$ cat config.mk
export PLATFORM = sky130hd
export DESIGN_NAME = vending_machine
export DESIGN_NICKNAME = d
export VERILOG_FILES = /design/src/rtl/vending_pkg.sv /design/src/rtl/vending_inventory.sv /design/src/rtl/vending_machine.sv
export SDC_FILE = /design/constraint.sdc
export NUM_CORES = 1
export LEC_CHECK = 0
export CAP_MARGIN = 0
export CORE_ASPECT_RATIO = 1.2
export CORE_UTILIZATION = 45
export DETAILED_ROUTE_END_ITERATION = 10
export GPL_TIMING_DRIVEN = 0
export PLACE_DENSITY = 0.63
export RECOVER_POWER = 25
export SETUP_SLACK_MARGIN = 0.1
export SYNTH_ARGS = -nofsm -noshare
export SYNTH_HDL_FRONTEND = slang
export SYNTH_SLANG_ARGS = --single-unit
$ cat constraint.sdc
create_clock -name i_clk -period 5.09 [get_ports i_clk]
set_input_delay 1.018 -clock i_clk [delete_from_list [all_inputs] [get_ports i_clk]]
set_output_delay 1.018 -clock i_clk [all_outputs]
set_load 0.005 [all_outputs]
$ cat src/rtl/vending_pkg.sv
// Vending machine shared definitions.
// Holds the controller state enumeration, slot count, field widths,
// the default timeout/reload constants and the slot price lookup.
package vending_pkg;

    localparam int NUM_ITEMS              = 20;
    localparam int DEFAULT_TIMEOUT_CYCLES = 5;
    localparam int DEFAULT_RELOAD_COUNT   = 10;

    localparam int CODE_W  = 5;
    localparam int STOCK_W = 4;
    localparam int COST_W  = 3;

    typedef enum logic [2:0] {
        ST_IDLE,
        ST_RELOAD,
        ST_DIGIT1,
        ST_DIGIT2,
        ST_CHECK,
        ST_WAIT_TRAN,
        ST_WAIT_OPEN,
        ST_WAIT_CLOSE
    } state_t;

    // Price in dollars for a slot code; codes outside 0-19 cost nothing.
    function automatic logic [COST_W-1:0] item_price(input logic [CODE_W-1:0] code);
        logic [COST_W-1:0] price;
        if (code <= 5'd3)       price = 3'd1;
        else if (code <= 5'd7)  price = 3'd2;
        else if (code <= 5'd11) price = 3'd3;
        else if (code <= 5'd15) price = 3'd4;
        else if (code <= 5'd17) price = 3'd5;
        else if (code <= 5'd19) price = 3'd6;
        else                    price = 3'd0;
        return price;
    endfunction

endpackage

$ cat src/rtl/vending_inventory.sv
// Stock storage for all vending slots.
// Ports:
//   i_clk, i_rst_n : clock and asynchronous active-low reset (clears all stock)
//   i_load         : load every slot with RELOAD_COUNT this cycle
//   i_dec          : decrement the slot selected by i_dec_idx by one
//   i_rd_idx       : slot to read, o_rd_stock returns its count (0 if out of range)
module vending_inventory
    import vending_pkg::*;
#(
    parameter int RELOAD_COUNT = DEFAULT_RELOAD_COUNT
) (
    input  logic               i_clk,
    input  logic               i_rst_n,
    input  logic               i_load,
    input  logic               i_dec,
    input  logic [CODE_W-1:0]  i_dec_idx,
    input  logic [CODE_W-1:0]  i_rd_idx,
    output logic [STOCK_W-1:0] o_rd_stock
);

    logic [STOCK_W-1:0] r_stock [NUM_ITEMS];

    // Load-all wins over decrement; the zero guard keeps a stray decrement
    // from wrapping an empty slot to full.
    always_ff @(posedge i_clk or negedge i_rst_n) begin
        if (!i_rst_n) begin
            for (int i = 0; i < NUM_ITEMS; i++) begin
                r_stock[i] <= '0;
            end
        end else if (i_load) begin
            for (int i = 0; i < NUM_ITEMS; i++) begin
                r_stock[i] <= STOCK_W'(RELOAD_COUNT);
            end
        end else if (i_dec && (i_dec_idx < CODE_W'(NUM_ITEMS))) begin
            if (r_stock[i_dec_idx] != '0) begin
                r_stock[i_dec_idx] <= r_stock[i_dec_idx] - 1'b1;
            end
        end
    end

    assign o_rd_stock = (i_rd_idx < CODE_W'(NUM_ITEMS)) ? r_stock[i_rd_idx] : '0;

endmodule

$ cat src/rtl/vending_machine.sv
// Card-operated vending machine controller.
// Ports:
//   i_clk, i_rst_n  : clock and asynchronous active-low reset
//   i_card_in       : card inserted, starts a transaction from idle
//   i_valid_tran    : payment approved
//   i_item_code     : decimal digit, sampled while i_key_press is high
//   i_key_press     : digit entry strobe
//   i_door_open     : dispense door state (1 = open)
//   i_reload        : restock all slots, honoured only in idle
//   o_vend          : item being dispensed
//   o_invalid_sell  : one-cycle pulse for bad, timed-out or sold-out selection
//   o_failed_tran   : one-cycle pulse when payment is not approved in time
//   o_cost          : price of the selected item while a sale is in progress
module vending_machine
    import vending_pkg::*;
#(
    parameter int TIMEOUT_CYCLES = DEFAULT_TIMEOUT_CYCLES,
    parameter int RELOAD_COUNT   = DEFAULT_RELOAD_COUNT
) (
    input  logic              i_clk,
    input  logic              i_rst_n,
    input  logic              i_card_in,
    input  logic              i_valid_tran,
    input  logic [3:0]        i_item_code,
    input  logic              i_key_press,
    input  logic              i_door_open,
    input  logic              i_reload,
    output logic              o_vend,
    output logic              o_invalid_sell,
    output logic              o_failed_tran,
    output logic [COST_W-1:0] o_cost
);

    localparam int TIMER_W = $clog2(TIMEOUT_CYCLES + 1);

    state_t              r_state;
    state_t              w_next_state;
    logic [TIMER_W-1:0]  r_timer;
    logic [3:0]          r_tens;
    logic [3:0]          r_units;
    logic                r_vend;
    logic                r_invalid_sell;
    logic                r_failed_tran;
    logic [COST_W-1:0]   r_cost;

    logic [3:0]          w_tens_next;
    logic [3:0]          w_units_next;
    logic                w_vend_next;
    logic                w_invalid_next;
    logic                w_failed_next;
    logic [COST_W-1:0]   w_cost_next;
    logic                w_load;
    logic                w_dec;
    logic                w_timeout;
    logic                w_timed_state;
    logic [7:0]          w_code_full;
    logic [CODE_W-1:0]   w_code;
    logic                w_code_ok;
    logic [STOCK_W-1:0]  w_stock;

    // Full-width code so out-of-range digit pairs cannot alias onto a real slot.
    assign w_code_full = 8'(r_tens) * 8'd10 + 8'(r_units);
    assign w_code      = w_code_full[CODE_W-1:0];
    assign w_code_ok   = (r_tens <= 4'd1) && (r_units <= 4'd9) && (w_code_full <= 8'd19);

    // The timer counts cycles spent in the current wait state; the last
    // allowed cycle is the one where it reads TIMEOUT_CYCLES-1.
    assign w_timeout     = (r_timer == TIMER_W'(TIMEOUT_CYCLES - 1));
    assign w_timed_state = (r_state == ST_DIGIT1) || (r_state == ST_DIGIT2) ||
                           (r_state == ST_WAIT_TRAN) || (r_state == ST_WAIT_OPEN);

    vending_inventory #(
        .RELOAD_COUNT (RELOAD_COUNT)
    ) u_inventory (
        .i_clk      (i_clk),
        .i_rst_n    (i_rst_n),
        .i_load     (w_load),
        .i_dec      (w_dec),
        .i_dec_idx  (w_code),
        .i_rd_idx   (w_code),
        .o_rd_stock (w_stock)
    );

    // State, digits and registered outputs all update together so the
    // outputs reflect the state being entered.
    always_ff @(posedge i_clk or negedge i_rst_n) begin
        if (!i_rst_n) begin
            r_state        <= ST_IDLE;
            r_tens         <= '0;
            r_units        <= '0;
            r_vend         <= 1'b0;
            r_invalid_sell <= 1'b0;
            r_failed_tran  <= 1'b0;
            r_cost         <= '0;
        end else begin
            r_state        <= w_next_state;
            r_tens         <= w_tens_next;
            r_units        <= w_units_next;
            r_vend         <= w_vend_next;
            r_invalid_sell <= w_invalid_next;
            r_failed_tran  <= w_failed_next;
            r_cost         <= w_cost_next;
        end
    end

    // Restart the timer on every state change so each wait step gets its
    // own full allowance.
    always_ff @(posedge i_clk or negedge i_rst_n) begin
        if (!i_rst_n) begin
            r_timer <= '0;
        end else if ((w_next_state != r_state) || !w_timed_state) begin
            r_timer <= '0;
        end else begin
            r_timer <= r_timer + 1'b1;
        end
    end

    // Next-state and next-output logic. The error pulses default low so
    // they only last a single cycle.
    always_comb begin
        w_next_state   = r_state;
        w_tens_next    = r_tens;
        w_units_next   = r_units;
        w_vend_next    = r_vend;
        w_cost_next    = r_cost;
        w_invalid_next = 1'b0;
        w_failed_next  = 1'b0;
        w_load         = 1'b0;
        w_dec          = 1'b0;
        case (r_state)
            ST_IDLE: begin
                w_vend_next = 1'b0;
                w_cost_next = '0;
                if (i_reload) begin
                    w_next_state = ST_RELOAD;
                end else if (i_card_in) begin
                    w_next_state = ST_DIGIT1;
                end
            end
            ST_RELOAD: begin
                w_load       = 1'b1;
                w_next_state = ST_IDLE;
            end
            ST_DIGIT1: begin
                if (i_key_press) begin
                    w_tens_next  = i_item_code;
                    w_next_state = ST_DIGIT2;
                end else if (w_timeout) begin
                    w_invalid_next = 1'b1;
                    w_next_state   = ST_IDLE;
                end
            end
            ST_DIGIT2: begin
                if (i_key_press) begin
                    w_units_next = i_item_code;
                    w_next_state = ST_CHECK;
                end else if (w_timeout) begin
                    w_invalid_next = 1'b1;
                    w_next_state   = ST_IDLE;
                end
            end
            ST_CHECK: begin
                if (w_code_ok && (w_stock != '0)) begin
                    w_cost_next  = item_price(w_code);
                    w_next_state = ST_WAIT_TRAN;
                end else begin
                    w_invalid_next = 1'b1;
                    w_cost_next    = '0;
                    w_next_state   = ST_IDLE;
                end
            end
            ST_WAIT_TRAN: begin
                if (i_valid_tran) begin
                    w_vend_next  = 1'b1;
                    w_next_state = ST_WAIT_OPEN;
                end else if (w_timeout) begin
                    w_failed_next = 1'b1;
                    w_cost_next   = '0;
                    w_next_state  = ST_IDLE;
                end
            end
            ST_WAIT_OPEN: begin
                if (i_door_open) begin
                    w_dec        = 1'b1;
                    w_next_state = ST_WAIT_CLOSE;
                end else if (w_timeout) begin
                    w_vend_next  = 1'b0;
                    w_cost_next  = '0;
                    w_next_state = ST_IDLE;
                end
            end
            ST_WAIT_CLOSE: begin
                if (!i_door_open) begin
                    w_vend_next  = 1'b0;
                    w_cost_next  = '0;
                    w_next_state = ST_IDLE;
                end
            end
            default: begin
                w_next_state = ST_IDLE;
            end
        endcase
    end

    assign o_vend         = r_vend;
    assign o_invalid_sell = r_invalid_sell;
    assign o_failed_tran  = r_failed_tran;
    assign o_cost         = r_cost;

endmodule

Word-level counts from Yosys, hierarchy flattened
Index checks and enable logic that the tools add are counted.
- register bits after elaboration: 100
- bits in latches: 0
- bits in writable memories: 0
- bits in read-only memories: 0
- input port bits: 11
- logic and storage cells: 129
- memories: 0
- add/subtract/negate cells: 3
- $mul: 1
- div/mod/pow operators: 0
- $lt $le $gt $ge: 12
- eq/ne operators: 14
- shifts and indexed selects: 0
- multiplexer cells: 47
- bitwise gates (word level): 1
- reduce and logical (&&, ||, !) cells: 23
- operators by type and width (operator ; count):
    2-to-1 mux 80 bit ; 3
    bitwise mux 80 bit ; 1
    2-to-1 mux 3 bit ; 21
    case mux 3 bit (8 select lines) ; 1
    binary-select mux 4 bit (select 5 bit) ; 1
    demux 4 bit (select 5 bit) ; 1
    2-to-1 mux 4 bit ; 4
    equality test 3 bit (second input constant) ; 5
    case mux 3 bit (5 select lines) ; 1
    2-to-1 mux 1 bit ; 12
    nonzero test 4 bit ; 3
    less-or-equal comparator 5 x 4 -> 1 bit (second input constant) ; 2
    less-or-equal comparator 5 bit (second input constant) ; 2
    inequality test 2 bit (second input constant) ; 5
    adder 8 x 4 -> 8 bit ; 1
    less-or-equal comparator 8 x 5 -> 1 bit (second input constant) ; 1
    multiplier 4 x 3 -> 7 bit (second input constant) ; 1
    equality test 3 x 2 -> 1 bit (second input constant) ; 2
    >= comparator 6 bit (second input constant) ; 1
    < comparator 6 x 1 -> 1 bit (second input constant) ; 1
    NOT 5 -> 6 bit ; 1
    AND reduction 2 bit ; 3
    less-or-equal comparator 5 x 2 -> 1 bit (second input constant) ; 1
    less-or-equal comparator 5 x 3 -> 1 bit (second input constant) ; 1
    18 further kinds ; 26

Logic depth before layout (Yosys ltp)
Gate-level depths: netlist of run 1.
- word-level depth: 14
- depth in mapped cells: 17
- depth with buffers taken out: 14

Modules after synthesis
From an unflattened synthesis of run 1, not the netlist that was laid out.
- cell total of the unflattened synthesis: 555
- area, all modules: 6281.0 um^2
- by module, submodules not included (module ; instances ; cells an instance ; area each (um^2) ; seq. area each (um^2)):
    vending_inventory ; 1 ; 415 ; 4937.2 ; 2001.9
    vending_machine ; 1 ; 140 ; 1343.8 ; 500.5

Worst setup path before layout of run 1
Ideal clock, no wire load.
- path kind: reg2reg
- start point: register r_tens[0]
- end point: register u_inventory.r_stock[20] (netlist name)
- library setup time: 0.079 ns
- arrival: 3.513 ns
- setup slack: 1.497 ns
- cell stages (with the launch flop): 15
- cells stage by stage: dfrtp_1 -> ha_1 -> fa_1 -> clkbuf_1 -> clkbuf_1 -> nor2_1 -> a31o_2 -> clkbuf_1 -> inv_1 -> ha_1 -> and3_4 -> nor3_4 -> and3_1 -> clkbuf_2 -> mux2i_1
- cells in the longest elaborated chain, start to end: 11
- elaborated cells on any way between the ends: 22
- those cells by class: add/sub (2); mul (1); order compare (3); mux (9); bitwise (1); reduce/logical (6)
- ends and longest elaborated chain (what ; RTL line ; source):
    start: declaration ; vending_machine.sv:39 ; logic [3:0] r_tens;
    start signal: assignment ; vending_machine.sv:97 ; r_tens <= w_tens_next;
    multiplier 4 x 3 -> 7 bit * ; vending_machine.sv:62 ; assign w_code_full = 8'(r_tens) * 8'd10 + 8'(r_units);
    adder 8 x 4 -> 8 bit * ; vending_machine.sv:62 ;
    NOT 5 -> 6 bit (not written as such) ; vending_inventory.sv:35, vending_inventory.sv:36 ;
    binary-select mux 4 bit (select 5 bit) (tied with other cells) ; vending_inventory.sv:35, vending_inventory.sv:36 ;
    2-to-1 mux 4 bit (not written as such) / logical AND 1 bit (equally long branches) ; vending_inventory.sv:35, vending_inventory.sv:36 ;
    2-to-1 mux 4 bit (on tied branches) ; vending_inventory.sv:35, vending_inventory.sv:36 ;
    subtractor 4 x 1 -> 4 bit / demux 4 bit (select 5 bit) (equally long branches) ; vending_inventory.sv:36 ; r_stock[i_dec_idx] <= r_stock[i_dec_idx] - 1'b1;
    bitwise mux 80 bit ; vending_inventory.sv:36 ;
    2-to-1 mux 80 bit ; vending_inventory.sv:35 ; if (r_stock[i_dec_idx] != '0) begin
    2-to-1 mux 80 bit ; vending_inventory.sv:34 ; end else if (i_dec && (i_dec_idx < CODE_W'(NUM_ITEMS))) begin
    2-to-1 mux 80 bit ; vending_inventory.sv:30 ; end else if (i_load) begin
    end signal: indexed assignment ; vending_inventory.sv:32 ; r_stock[i] <= STOCK_W'(RELOAD_COUNT);
    end signal: indexed assignment ; vending_inventory.sv:36 ;
    end: declaration ; vending_inventory.sv:21 ; logic [STOCK_W-1:0] r_stock [NUM_ITEMS];
Every way passes the cells marked *; elsewhere a longest branch is shown, timed or not. The select of a mux whose other input is x is not followed.
A chain may end at the register's enable or synchronous reset.

Worst setup path in the final report of run 1
- start point: register r_tens[0]
- end point: register u_inventory.r_stock[1] (netlist name)
Same word-level chain as after synthesis.

==> key figures, run 1 <==
Hold path
  • Hold Path End: o_cost[2]
  • Hold Crit Class: reg2reg
  • HP Start: o_cost[2]
  • Hold Path Depth: 2

Critical path
  • Crit path launch type: flip-flop
  • Crit path DAT: 4.81 ns
  • Largest stage delay on the critical path: 0.53 ns
  • Buf/Inv on CP: 4
  • R2R Path Start: r_tens[0]
  • R2R depth: 13
  • Cells along the critical path: ha_1, fa_1, clkbuf_1, clkbuf_1, nor2_1, a31o_2, clkbuf_1, inv_1, ha_1, a211oi_1, nand3_1, o21ai_0, o21ai_0
  • Kind of critical path: reg2reg
  • R2R setup slack: 0.50 ns
  • R2R Path End: u_inventory.r_stock[1]
  • Critical path's top delay family: buffers and inverters
  • Top cell by count, worst path: clkbuf_1
  • CP required: 5.30 ns
  • Worst setup EP type: flip-flop
  • Slowest stage cell, crit path: a211oi_1
  • Critical path peak fanout: 10

Cells and area
  • Layout Utilization: 0.516
  • P&R area growth vs syn: 11.5%
  • Layout cells sized above 1: 0.0991
  • N_diodes: 0
  • NumNets Final: 583
  • Fillcell total: 1106
  • Final Cell Area: 6250 sq um

Die
  • Core area: 12100 sq um
  • Die Span X: 104 um
  • Die height: 124 um
  • Ports: 17
  • Cell Rows: 44
  • Initial core utilization: 0.462
  • Die area: 12900 sq um

Logic synthesis
  • Seq cells post-synth: 100
  • Top_reg_cell synth: dfrtp_1
  • Most common cell in the synthesized netlist: dfrtp_1
  • Yosys top cell area share: 0.447
  • Sequential share of the synthesized area: 0.447
  • Post-synth top area cell: dfrtp_1
  • Synth warn: 0
  • Synthesized area per cell: 10.5 sq um
  • Cell Area, Synth: 5600 sq um
  • Top cells by count, synth: 100 x dfrtp_1, 72 x mux2i_1, 66 x nand2_1, 52 x nor2_1, 42 x o21ai_0
  • Yosys cell types: 57
  • Synth async-reset ratio: 1.00
  • Syn Nets: 555
  • EDFF count, synth: 0
  • Ranking of synthesized cells by area: dfrtp_1 45%, mux2i_1 13%, mux4_1 7.0%
  • Post-Synthesis Cells: 533

STA
  • Final Hold Vio Count: 0
  • Worst-Margin Slew: 2.14 ns
  • Final Cycle Share: 0.903
  • Final setup vio count: 0
  • Rel. slew slack: -0.430
  • Clock skew: 0.0105 ns
  • Fmax: 0.218 GHz
  • Pins Over Slew Limit: 103
  • Fin crit period: 4.59 ns
  • RSZ-0062 raised after global routing: false
  • Worst hold slack: 0.480 ns
  • Setup TNS: 0 ns

Placement
  • Placer Congestion: 0.902
  • Final HPWL DP: 10200 um
  • Port Buf Inserts: 16
  • Post-DP Area: 5990 sq um

Clock tree
  • Total CTS buffers: 9
  • H-tree levels: 3
  • Maximum clock insertion buffer count: 2
  • Setup Buffers After CTS: 0
  • Clk Latency, worst-skew pair: 0.36 ns
  • Clk root buf: clkbuf_16
  • Worst-path clk slew: 0.07 ns
  • Cts hold-fix bufs: 0
  • PostCTS Resize Cnt: 0
  • Clk sink count: 100
  • CTS tree: done

Route
  • Drt pass-1 iters: 4
  • DRT Wirelength: 14600 um
  • Final ANT Viol Nets: 0
  • Vias post-DR: 4216
  • Wire length per cell: 20.1 um
  • Initial DRC Count: 257
  • Detailed-route DRC error count: 0
  • Vias per cell: 5.81

Global route
  • Global route overflow: 0
  • Total GRT Usage: 0.239
  • First-pass GRT wire length: 23200 um
  • Initial antenna violation count: 0
  • Largest net degree at the start of global routing: 63
  • Vias in the first global route: 4300

Outcome
  • Status: complete, but fails checks
  • Failing checks: max-capacitance violations, max-slew violations

Flow run
  • Max Cap Viol: 2
## sequential cells by signal (all words and copies together), names as in the netlist
name / flops
o_failed_tran: 1
o_invalid_sell: 1
r_tens: 4
o_vend: 1
o_cost: 3
r_timer: 3
r_units: 4
u_inventory.r_stock: 80
r_state: 3
## through the flow
stage | std cells | setup WS, ns
floorplan | 533 | 1.50
global placement | 710 | -0.708
detailed placement | 711 | 0.627
CTS | 726 | 0.608
global route | 726 | 0.179
finish | 726 | 0.496
## worst max-delay path by stage
stage | endpoint | start | slack, ns | cells past startpoint
final | u_inventory.r_stock[1] | r_tens[0] | 0.50 | 13
after global routing | u_inventory.r_stock[1] | r_tens[0] | 0.18 | 13
after CTS | u_inventory.r_stock[28] | r_tens[0] | 0.61 | 14
after detailed placement | u_inventory.r_stock[1] | r_tens[0] | 0.63 | 13
after global placement | u_inventory.r_stock[30] | i_rst_n | -0.71 | 1
after floorplan | u_inventory.r_stock[20] | r_tens[0] | 1.50 | 14
## worst register-to-register path, cell delays in order, from the launching register on
cell      delay, ns
dfrtp_1        0.41
ha_1           0.27
fa_1           0.49
clkbuf_1       0.27
clkbuf_1       0.30
nor2_1         0.44
a31o_2         0.26
clkbuf_1       0.52
inv_1          0.11
ha_1           0.25
a211oi_1       0.53
nand3_1        0.34
o21ai_0        0.16
o21ai_0        0.12
## cells by family (layout without fill, tap and decap cells)
group,after synthesis,in the layout,synth area share
multiplexers,99,99,0.225
AO/OA/AOI/OAI,85,85,0.0956
AND/OR/NAND/NOR,184,184,0.156
XOR/XNOR,5,5,0.00782
adder cells (fa/ha/maj),11,11,0.0273
buffers and inverters,49,81,0.0413
flip-flops,100,100,0.447
## per-layer routing
| metal | track usage | vias up | wire, um |
|---|---|---|---|
| met1 | 0.297 | 2103 | 6270 |
| met3 | 0.0410 | 31 | 629 |
| met5 | 0 | - | 0 |
| met2 | 0.398 | 116 | 7170 |
| met4 | 0.124 | 0 | 494 |
| li1 | - | 1966 | - |
## final cells by class
class	instances	area [sq um]	share of cell area
Multi-Input combinational cell	384	2870	0.459
Sequential cell	100	2500	0.400
Clock buffer	11	253	0.0404
Tap cell	161	201	0.0322
Buffer	40	198	0.0316
Timing Repair Buffer	17	159	0.0254
Clock inverter	4	33.8	0.00541
Inverter	9	33.8	0.00541
## placed cells by master, fill, tap and decap left out, types with 3 or more instances in the layout
cell type / n
dfrtp_1: 100
mux2i_1: 72
nand2_1: 66
nor2_1: 52
o21ai_0: 42
nand3_1: 30
clkbuf_1: 23
a21oi_1: 15
mux4_1: 15
clkdlybuf4s50_1: 15
mux2_2: 11
ha_1: 9
clkbuf_16: 9
inv_1: 8
nor3_1: 7
clkbuf_2: 7
buf_2: 5
nor2b_1: 5
a31oi_1: 5
buf_4: 4
and3_1: 4
o211ai_1: 4
xor2_1: 3
nand2b_1: 3
a22o_1: 3
and2_1: 3
Power of run 1 is left out: the tool's default activity adds up to more than one toggle a clock period on the data nets, which glitch-free logic cannot reach.
==> run 2, diff against run 1 <==
--- a/config.mk
+++ b/config.mk
@@ -9,7 +9,6 @@
 export CORE_ASPECT_RATIO = 1.2
 export CORE_UTILIZATION = 45
 export DETAILED_ROUTE_END_ITERATION = 10
-export GPL_TIMING_DRIVEN = 0
 export PLACE_DENSITY = 0.63
 export RECOVER_POWER = 25
 export SETUP_SLACK_MARGIN = 0.1
==> key figures, run 2 (synthesis gave the netlist of run 1 again) <==
Outcome
  • Failing checks: max-capacitance violations, max-slew violations
  • Status: complete, but fails checks

STA
  • Worst-Margin Slew: 3.11 ns (+0.964 ns)
  • Rel. slew slack: -1.07 (-0.643)
  • Final Hold Vio Count: 0 (unchanged)
  • Fmax: 0.238 GHz (+9.3%)
  • Setup TNS: 0 ns (unchanged)
  • Fin crit period: 4.20 ns (-0.392 ns)
  • RSZ-0062 raised after global routing: false
  • Worst hold slack: 0.488 ns (+0.00745 ns)
  • Pins Over Slew Limit: 60 (-42%)
  • Clock skew: 0.00500 ns (-0.00554 ns)
  • Final Cycle Share: 0.826 (-0.0770)
  • Final setup vio count: 0 (unchanged)

Critical path
  • Crit path launch type: flip-flop
  • Kind of critical path: reg2reg
  • CP required: 5.32 ns (+0.02 ns)
  • Critical path peak fanout: 21 (+11)
  • Crit path DAT: 4.43 ns (-0.38 ns)
  • Worst setup EP type: flip-flop

Die
  • Core area: 12100 sq um (unchanged)
  • Ports: 17 (unchanged)
  • Die Span X: 104 um (unchanged)
  • Cell Rows: 44 (unchanged)
  • Die height: 124 um (unchanged)
  • Initial core utilization: 0.462 (unchanged)
  • Die area: 12900 sq um (unchanged)

Global route
  • Initial antenna violation count: 0 (unchanged)
  • Largest net degree at the start of global routing: 60 (-4.8%)
  • Vias in the first global route: 4070 (-5.3%)
  • Total GRT Usage: 0.212 (-0.0268)
  • Global route overflow: 0 (unchanged)
  • First-pass GRT wire length: 21500 um (-7.4%)

Cells and area
  • Largest registers: u_inventory.r_stock: 80 flops, r_tens: 4 flops, r_units: 4 flops
  • P&R area growth vs syn: 9.85%
  • NumNets Final: 552 (-5.3%)
  • N_diodes: 0 (unchanged)
  • Final Cell Area: 6150 sq um (-1.5%)
  • Largest register FFs: 80 (unchanged)
  • Finished Layout Cells: 696 (-4.1%)
  • Layout cells sized above 1: 0.0916 (-0.00753)
  • Most frequent cells in the layout: 100 x dfrtp_1, 72 x mux2i_1, 66 x nand2_1
  • Most common cell after layout, fill and taps aside: dfrtp_1
  • Top reg by flops: u_inventory.r_stock

Route
  • Vias post-DR: 4011 (-4.9%)
  • Initial DRC Count: 220 (-14%)
  • Drt pass-1 iters: 4 (unchanged)
  • Wire length per cell: 18.2 um (-9.4%)
  • Detailed-route DRC error count: 0 (unchanged)
  • Final ANT Viol Nets: 0 (unchanged)
  • Vias per cell: 5.76 (-0.76%)
  • DRT Wirelength: 12600 um (-13%)

Flow run
  • Max Cap Viol: 1 (-1)

Clock tree
  • Cts hold-fix bufs: 0 (unchanged)
  • Maximum clock insertion buffer count: 2 (unchanged)
  • Total CTS buffers: 9 (unchanged)
  • CTS tree: done
  • Setup Buffers After CTS: 0 (unchanged)
  • Clk Latency, worst-skew pair: 0.36 ns (about the same)
  • H-tree levels: 3 (unchanged)
  • Clk root buf: clkbuf_16
  • Clk sink count: 100 (unchanged)
  • PostCTS Resize Cnt: 0 (unchanged)
  • Worst-path clk slew: 0.07 ns (about the same)

Placement
  • Post-DP Area: 5840 sq um (-2.5%)
  • Placed insts: 680 (-4.4%)
  • Port Buf Inserts: 16 (unchanged)
  • Final HPWL DP: 8660 um (-15%)
  • Placer Congestion: 0.878 (-2.6%)

Hold path
  • Hold Crit Class: reg2reg
==> run 2: changes by cell type in the layout (fill, tap and decap cells not counted), sizes merged <==
cell / previous run / this run
clkbuf: 41 / 11
clkinvlp: 1 / 0
bufinv: 0 / 2
clkinv: 3 / 4
buf: 12 / 10
==> run 2: through the flow <==
step	setup slack, ns	util
floorplan	1.50	-
global placement	1.06	0.482
detailed placement	1.00	0.482
CTS	0.962	0.508
global route	0.632	0.508
finish	0.888	0.508
==> run 2: worst paths after layout <==
kind,startpoint,endpoint,slack (ns),depth (start not counted)
min reg2reg,o_cost[0],o_cost[0],0.49,2
max in group asynchronous,i_rst_n,u_inventory.r_stock[64],1.58,2
max reg2reg,r_tens[0],u_inventory.r_stock[46],0.89,11
min,o_cost[0],o_cost[0],0.49,2
min in group asynchronous,i_rst_n,r_tens[1],1.69,1
max,r_tens[0],u_inventory.r_stock[46],0.89,11
==> run 2: area by class of cell <==
cell class | instances | area, sq um
clock buffers | 10 | 229
inverters | 9 | 33.8
well taps | 161 | 201
flip-flops and latches | 100 | 2500
fillers | 1101 | 5960
clock inverters | 6 | 87.6
repair buffers | 26 | 229
multi-input cells | 384 | 2870
==> run 2: critical path, stage by stage (launching register included) <==
cell	delay, ns
dfrtp_1	0.42
ha_1	0.32
ha_1	0.39
a21oi_1	0.20
a21oi_1	0.11
nor2_1	0.58
a31o_2	0.55
inv_1	0.09
ha_1	0.23
xnor2_1	0.75
buf_4	0.33
mux2i_1	0.10
==> run 2: per-layer routing <==
metal / track usage / share of wire / vias to the layer above
li1: - / - / 1901
met2: 0.352 / 0.50 / 98
met3: 0.0368 / 0.039 / 19
met4: 0.0782 / 0.020 / 0
met1: 0.278 / 0.44 / 1993
met5: 0 / 0 / -
Power of run 2 is left out for the same reason.
